File: config.mk
export PLATFORM = sky130hd
export DESIGN_NAME = game_sequencer_flat
export DESIGN_NICKNAME = d
export VERILOG_FILES = /design/src/rtl/game_sequencer_if.sv /design/src/rtl/game_sequencer.sv /design/src/flat_wrapper.sv
export SDC_FILE = /design/constraint.sdc
export NUM_CORES = 1
export LEC_CHECK = 0
export ABC_CLOCK_PERIOD_IN_PS = 2500
export BUFFER_PORTS_ARGS = -buffer_cell sky130_fd_sc_hd__buf_4
export CAP_MARGIN = 0
export CORE_ASPECT_RATIO = 1.5
export CORE_MARGIN = 2
export CORE_UTILIZATION = 52
export DETAILED_ROUTE_END_ITERATION = 12
export PLACE_DENSITY = 0.75
export SLEW_MARGIN = 20
export SYNTH_ARGS = -nofsm -noshare
export SYNTH_HDL_FRONTEND = slang
export SYNTH_SLANG_ARGS = --single-unit
File: constraint.sdc
create_clock -name clk -period 2.5 [get_ports clk]
set_input_delay 0.25 -clock clk [delete_from_list [all_inputs] [get_ports clk]]
set_output_delay 0.25 -clock clk [all_outputs]
set_load 0.03 [all_outputs]
File: src/rtl/game_sequencer_if.sv
// Board-store bus between the game sequencer (master) and the two-board cell memory (slave).
interface game_sequencer_if;
   // query_xy/query_sel are held by the master; cell_code answers them one cycle later.
   // wr_en is a single-cycle strobe qualifying wr_xy/wr_sel/wr_code, board_clr wipes both boards.
   logic [5:0] query_xy;
   logic       query_sel;
   logic [1:0] cell_code;
   logic       wr_en;
   logic [5:0] wr_xy;
   logic       wr_sel;
   logic [1:0] wr_code;
   logic       board_clr;

   modport master (
      output query_xy, query_sel, wr_en, wr_xy, wr_sel, wr_code, board_clr,
      input  cell_code
   );

   modport slave (
      input  query_xy, query_sel, wr_en, wr_xy, wr_sel, wr_code, board_clr,
      output cell_code
   );
endinterface

File: src/rtl/game_sequencer.sv
// Battleship game-flow controller: ship placement, alternating fire turns, hit scoring,
// per-turn timeout and winner decision, driving a two-board cell store.
module game_sequencer #(
   parameter int SHIP_CELLS   = 4,
   parameter int TURN_TIMEOUT = 100_000_000,
   parameter int TO_W         = 27
) (
   input  logic             clk,
   input  logic             rst,
   input  logic             start_game,
   input  logic             click,
   input  logic [5:0]       mouse_pos,
   game_sequencer_if.master bus,
   output logic             turn,
   output logic [2:0]       host_hits,
   output logic [2:0]       guest_hits,
   output logic             game_over,
   output logic             winner,
   output logic [2:0]       state
);

   typedef enum logic [2:0] {
      IDLE    = 3'd0,
      H_PLACE = 3'd1,
      G_PLACE = 3'd2,
      H_TURN  = 3'd3,
      G_TURN  = 3'd4,
      CHECK   = 3'd5,
      DECIDE  = 3'd6,
      OVER    = 3'd7
   } state_t;

   localparam logic [2:0]      SHIPS   = 3'(SHIP_CELLS);
   localparam logic [TO_W-1:0] TO_LAST = TO_W'(TURN_TIMEOUT - 1);

   state_t          cur_q, nxt, origin_q, origin_d;
   logic [5:0]      qxy_q, qxy_d;
   logic            qsel_q, qsel_d;
   logic [2:0]      place_q, place_d, hh_q, hh_d, gh_q, gh_d;
   logic            turn_q, turn_d, win_q, win_d;
   logic [TO_W-1:0] to_q, to_d;
   logic            clr_q, clr_d;
   logic            pend_en_q, pend_en_d;
   logic [1:0]      pend_code_q, pend_code_d;
   logic            wr_en_q, wr_sel_q;
   logic [5:0]      wr_xy_q;
   logic [1:0]      wr_code_q;

   logic [2:0] row, col, new_place, shooter_hits, new_hits;
   logic       in_grid, waiting, accept, shooter;

   assign row          = mouse_pos[5:3];
   assign col          = mouse_pos[2:0];
   assign in_grid      = ({1'b0, row} <= 4'd8) && ({1'b0, col} <= 4'd8);
   assign waiting      = cur_q inside {H_PLACE, G_PLACE, H_TURN, G_TURN};
   assign accept       = waiting && click && in_grid;
   assign shooter      = (origin_q == G_TURN);
   assign shooter_hits = shooter ? gh_q : hh_q;
   assign new_hits     = (shooter_hits < SHIPS) ? shooter_hits + 3'd1 : shooter_hits;
   assign new_place    = place_q + 3'd1;

   always_comb begin
      nxt         = cur_q;
      origin_d    = origin_q;
      qxy_d       = qxy_q;
      qsel_d      = qsel_q;
      place_d     = place_q;
      hh_d        = hh_q;
      gh_d        = gh_q;
      turn_d      = turn_q;
      win_d       = win_q;
      to_d        = '0;
      clr_d       = 1'b0;
      pend_en_d   = 1'b0;
      pend_code_d = 2'b00;
      case (cur_q)
         IDLE, OVER: begin
            if (start_game) begin
               clr_d   = 1'b1;
               nxt     = H_PLACE;
               place_d = 3'd0;
               hh_d    = 3'd0;
               gh_d    = 3'd0;
               turn_d  = 1'b0;
               win_d   = 1'b0;
            end
         end
         H_PLACE, G_PLACE, H_TURN, G_TURN: begin
            // An accepted click beats a timeout expiring on the same edge.
            if (accept) begin
               nxt      = CHECK;
               origin_d = cur_q;
               qxy_d    = mouse_pos;
               qsel_d   = (cur_q == G_PLACE) || (cur_q == H_TURN);
            end else if (cur_q == H_TURN || cur_q == G_TURN) begin
               if (to_q == TO_LAST) begin
                  turn_d = ~turn_q;
                  nxt    = (cur_q == H_TURN) ? G_TURN : H_TURN;
               end else begin
                  to_d = to_q + 1'b1;
               end
            end
         end
         CHECK: nxt = DECIDE;
         DECIDE: begin
            nxt = origin_q;
            if (origin_q == H_PLACE || origin_q == G_PLACE) begin
               if (bus.cell_code == 2'b00) begin
                  pend_en_d   = 1'b1;
                  pend_code_d = 2'b01;
                  if (new_place == SHIPS) begin
                     place_d = 3'd0;
                     turn_d  = 1'b0;
                     nxt     = (origin_q == H_PLACE) ? G_PLACE : H_TURN;
                  end else begin
                     place_d = new_place;
                  end
               end
            end else begin
               case (bus.cell_code)
                  2'b01: begin
                     pend_en_d   = 1'b1;
                     pend_code_d = 2'b10;
                     if (shooter) gh_d = new_hits;
                     else         hh_d = new_hits;
                     if (new_hits == SHIPS) begin
                        nxt   = OVER;
                        win_d = shooter;
                     end else begin
                        turn_d = ~shooter;
                        nxt    = shooter ? H_TURN : G_TURN;
                     end
                  end
                  2'b00: begin
                     pend_en_d   = 1'b1;
                     pend_code_d = 2'b11;
                     turn_d      = ~shooter;
                     nxt         = shooter ? H_TURN : G_TURN;
                  end
                  default: ;
               endcase
            end
         end
         default: nxt = IDLE;
      endcase
   end

   always_ff @(posedge clk) begin
      if (!rst) begin
         cur_q       <= IDLE;
         origin_q    <= IDLE;
         qxy_q       <= 6'd0;
         qsel_q      <= 1'b0;
         place_q     <= 3'd0;
         hh_q        <= 3'd0;
         gh_q        <= 3'd0;
         turn_q      <= 1'b0;
         win_q       <= 1'b0;
         to_q        <= '0;
         clr_q       <= 1'b0;
         pend_en_q   <= 1'b0;
         pend_code_q <= 2'b00;
         wr_en_q     <= 1'b0;
         wr_xy_q     <= 6'd0;
         wr_sel_q    <= 1'b0;
         wr_code_q   <= 2'b00;
      end else begin
         cur_q       <= nxt;
         origin_q    <= origin_d;
         qxy_q       <= qxy_d;
         qsel_q      <= qsel_d;
         place_q     <= place_d;
         hh_q        <= hh_d;
         gh_q        <= gh_d;
         turn_q      <= turn_d;
         win_q       <= win_d;
         to_q        <= to_d;
         clr_q       <= clr_d;
         pend_en_q   <= pend_en_d;
         pend_code_q <= pend_code_d;
         wr_en_q     <= pend_en_q;
         // query registers still hold the decided cell on this edge
         if (pend_en_q) begin
            wr_xy_q   <= qxy_q;
            wr_sel_q  <= qsel_q;
            wr_code_q <= pend_code_q;
         end
      end
   end

   assign bus.query_xy  = qxy_q;
   assign bus.query_sel = qsel_q;
   assign bus.wr_en     = wr_en_q;
   assign bus.wr_xy     = wr_xy_q;
   assign bus.wr_sel    = wr_sel_q;
   assign bus.wr_code   = wr_code_q;
   assign bus.board_clr = clr_q;
   assign turn          = turn_q;
   assign host_hits     = hh_q;
   assign guest_hits    = gh_q;
   assign game_over     = (cur_q == OVER);
   assign winner        = win_q;
   assign state         = cur_q;

endmodule

File: src/flat_wrapper.sv
// flat-port wrapper written by rule: the top's interface ports become plain ports
module game_sequencer_flat 
#(
   parameter int SHIP_CELLS   = 4,
   parameter int TURN_TIMEOUT = 100_000_000,
   parameter int TO_W         = 27
)
  (clk, rst, start_game, click, mouse_pos, turn, host_hits, guest_hits, game_over, winner, state, bus_query_xy, bus_query_sel, bus_wr_en, bus_wr_xy, bus_wr_sel, bus_wr_code, bus_board_clr, bus_cell_code);
  game_sequencer_if bus_i ();
  input  logic clk;
  input  logic rst;
  input  logic start_game;
  input  logic click;
  input  logic [5:0] mouse_pos;
  output logic turn;
  output logic [2:0] host_hits;
  output logic [2:0] guest_hits;
  output logic game_over;
  output logic winner;
  output logic [2:0] state;
  output wire logic [$bits(bus_i.query_xy)-1:0] bus_query_xy;
  output wire logic [$bits(bus_i.query_sel)-1:0] bus_query_sel;
  output wire logic [$bits(bus_i.wr_en)-1:0] bus_wr_en;
  output wire logic [$bits(bus_i.wr_xy)-1:0] bus_wr_xy;
  output wire logic [$bits(bus_i.wr_sel)-1:0] bus_wr_sel;
  output wire logic [$bits(bus_i.wr_code)-1:0] bus_wr_code;
  output wire logic [$bits(bus_i.board_clr)-1:0] bus_board_clr;
  input wire logic [$bits(bus_i.cell_code)-1:0] bus_cell_code;
  assign bus_query_xy = bus_i.query_xy;
  assign bus_query_sel = bus_i.query_sel;
  assign bus_wr_en = bus_i.wr_en;
  assign bus_wr_xy = bus_i.wr_xy;
  assign bus_wr_sel = bus_i.wr_sel;
  assign bus_wr_code = bus_i.wr_code;
  assign bus_board_clr = bus_i.board_clr;
  assign bus_i.cell_code = bus_cell_code;
  game_sequencer #(.SHIP_CELLS(SHIP_CELLS), .TURN_TIMEOUT(TURN_TIMEOUT), .TO_W(TO_W)) u_core (.clk(clk), .rst(rst), .start_game(start_game), .click(click), .mouse_pos(mouse_pos), .bus(bus_i), .turn(turn), .host_hits(host_hits), .guest_hits(guest_hits), .game_over(game_over), .winner(winner), .state(state));
endmodule
==> impl_metrics.tcl <==
set metrics [dict create \
    result_of_the_run "completed" \
    worstMarginPinSlew_ps 553 \
    nNetsFinal 447 \
    hold_path_class "primary input to flip-flop" \
    clk_latency_worst_skew_pair_ps 350 \
    finish.instance_area_sq_um 4070 \
    cap_viol_max_count 0 \
    power_leakage_nw 1.50 \
    ant_nets 0 \
    grt_max_degree 29 \
    numCtsBuffers 9 \
    antenna_violations_before_repair 0 \
    placementRows 36 \
    synth_cell_type_count 67 \
    route.detailed.drc 0 \
    power-per-cell-area_nw_per_um2 525 \
    initial_core_util 0.531 \
    timing.setup.critical_path_class "flip-flop to flip-flop" \
    skew_ps 14.8 \
    avgViaCountPerCell 5.64 \
    boundaryPins 42 \
    placed_cells_incl_taps 496 \
    area_of_the_core_region_sq_um 6440 \
    cts_buffer_depth 2 \
    finalCritPeriodShare 0.936 \
    dp_worst_setup_slack_ps -110 \
    port-buffer-count 41 \
    setup_viol_count_final 0 \
    max-vdd-ir-drop_uv 351 \
    timing.critical_path.from_type "flip-flop" \
    clk_pin_slew_ps 80 \
    ys_seq_elements 65 \
    detailroute.via_count 2889 \
    synth-main-ff-cell "sky130_fd_sc_hd__dfxtp_1" \
    drt_first_pass_iters 4 \
    critical_path_required_ps 2800 \
    arrival_ps 2640 \
    synth-warning-count 0 \
    synth-edff-count 0 \
    stdcell_count 512 \
    htree_num_levels 3 \
    most_common_cell_after_layout_fill_and_taps_aside "sky130_fd_sc_hd__dfxtp_1" \
    synth-seq-area-share 0.380 \
    timing.max_slew.rel_slack 0.631 \
    antennaDiodeCount 0 \
    cts_num_sinks 65 \
    ctsRootBufferMaster "sky130_fd_sc_hd__clkbuf_8" \
    global_route.overflow_total 0 \
    die_y_microns 103 \
    setup_repair_after_global_routing_missed_its_margin "false" \
    timing.final.hold_violations 0 \
    final_wirelength_mm 7.67 \
    areaGrowthSynthToFinish_pct 18.8 \
    post-route-min-period_ps 2340 \
    clock_tree_from_tritoncts "done" \
    final-max-slew-violation-count 0 \
    initialDrtViolationCount 154 \
    ratio_of_cells_with_drive_above_1_in_the_final_layout 0.268 \
    die_width_microns 70.3 \
    hold_buffers 0 \
    synthesis.nets 401 \
    placer_congestion_estimate 0.947 \
    dpl-instance-area_sq_um 3820 \
    final_critical_path_setup_slack_ps 159 \
    dieArea_sq_um 7260 \
    grt.total_usage 0.220 \
    grt_pass1_vias 2825 \
    async_reset_ff_frac 0 \
    worst-path-max-fanout 4 \
    fmax_mhz 427 \
    finalPower_w 0.00214 \
    synthesis.area_per_instance_sq_um 8.89 \
    dp_hpwl_mm 5.69 \
    grt_pass1_wl_mm 12.5 \
    wire_per_inst_microns 15.0 \
    worstSetupEndpointType "flip-flop" \
    netlist_area_pre_place_sq_um 3420 \
    layout_common_cells "sky130_fd_sc_hd__dfxtp_1 (65), sky130_fd_sc_hd__buf_4 (56), sky130_fd_sc_hd__nor2_1 (55)" \
    syn-instance-count 385 \
]
critical path: stages (launching register included):
cell,delay (ps)
sky130_fd_sc_hd__dfxtp_1,330
sky130_fd_sc_hd__or3b_4,400
sky130_fd_sc_hd__nand2_1,80
sky130_fd_sc_hd__nand2_1,80
sky130_fd_sc_hd__ha_4,260
sky130_fd_sc_hd__nor4bb_4,310
sky130_fd_sc_hd__nor3_2,90
sky130_fd_sc_hd__nor4_2,320
sky130_fd_sc_hd__nor2_1,90
sky130_fd_sc_hd__a41o_1,240
sky130_fd_sc_hd__nor2_1,80
kinds of logic after synthesis:
group	Yosys count	share of synthesized area
and+or+nand+nor	178	0.307
DFF	65	0.380
AOI/OAI and AO/OA	60	0.120
buffers and inverters	31	0.0508
xor gates and xnor gates	27	0.0691
muxes	19	0.0559
adders and majority gates	5	0.0175
cell type report:
class / instances / area, sq um
multi-input combinational: 289 / 2000
inverter: 9 / 33.8
tap: 76 / 95.1
sequential: 65 / 1300
timing repair buffer: 57 / 440
clock inverter: 7 / 77.6
clock buffer: 9 / 124
fill: 553 / 2370
path summary, 6_finish.rpt:
check                           from                      to  slack [ps]  cells past startpoint
hold / removal          mouse_pos[4]  u_core.bus.query_xy[4]         130                      3
setup reg to reg  u_core.origin_q[2]             u_core.turn         160                     10
setup / recovery  u_core.origin_q[2]             u_core.turn         160                     10
hold reg to reg       u_core.to_q[0]          u_core.to_q[0]         480                      1
sequential cells by signal, indices dropped and copies added (netlist names), 3 cells and up:
name	cells
u_core.bus.query_xy	6
u_core.bus.wr_xy	6
u_core.guest_hits	3
u_core.host_hits	3
u_core.origin_q	3
u_core.place_q	3
u_core.state	3
u_core.to_q	27
what timing repair did:
| action | 4_1_cts | 5_1_grt |
|---|---|---|
| pin swaps | 0 | 6 |
| setup endpoints to repair | 2 | 5 |
| gates resized for setup | 2 | 5 |
| buffers inserted | 0 | 0 |
| endpoints found under the hold margin | 0 | 0 |
Yosys cell counts (9+ instances only):
master	count	share of area
sky130_fd_sc_hd__a21oi_1	16	0.023
sky130_fd_sc_hd__clkbuf_1	11	0.012
sky130_fd_sc_hd__dfxtp_1	65	0.38
sky130_fd_sc_hd__mux2i_1	18	0.053
sky130_fd_sc_hd__nand2_1	30	0.033
sky130_fd_sc_hd__nand3_1	12	0.018
sky130_fd_sc_hd__nor2_1	55	0.060
sky130_fd_sc_hd__nor2_4	18	0.059
sky130_fd_sc_hd__nor3_1	10	0.015
sky130_fd_sc_hd__o21ai_0	12	0.018
sky130_fd_sc_hd__xnor2_1	9	0.023
sky130_fd_sc_hd__xor2_1	18	0.046
where the power goes:
group	switching (W)	internal (W)	leakage [nW]
Sequential	0.0000137	0.00105	0.525
Combinational	0.000100	0.0000695	0.877
Clock	0.000438	0.000468	0.100
routing by layer:
metal,track usage,share of wire,vias up
li1,-,-,1443
met5,0,0,-
met3,0.0610,0.041,20
met4,0.120,0.026,0
met1,0.223,0.38,1359
met2,0.407,0.56,67
stage by stage:
stage / hold WS (ps) / util / TNS (ps)
floorplan: 334 / - / 0
global placement: 450 / 0.593 / -10.6
detailed placement: 458 / 0.593 / -164
CTS: 118 / 0.626 / 0
global route: 114 / 0.632 / 0
finish: 133 / 0.632 / 0
Note: power is estimated with default switching activity, not from simulation.
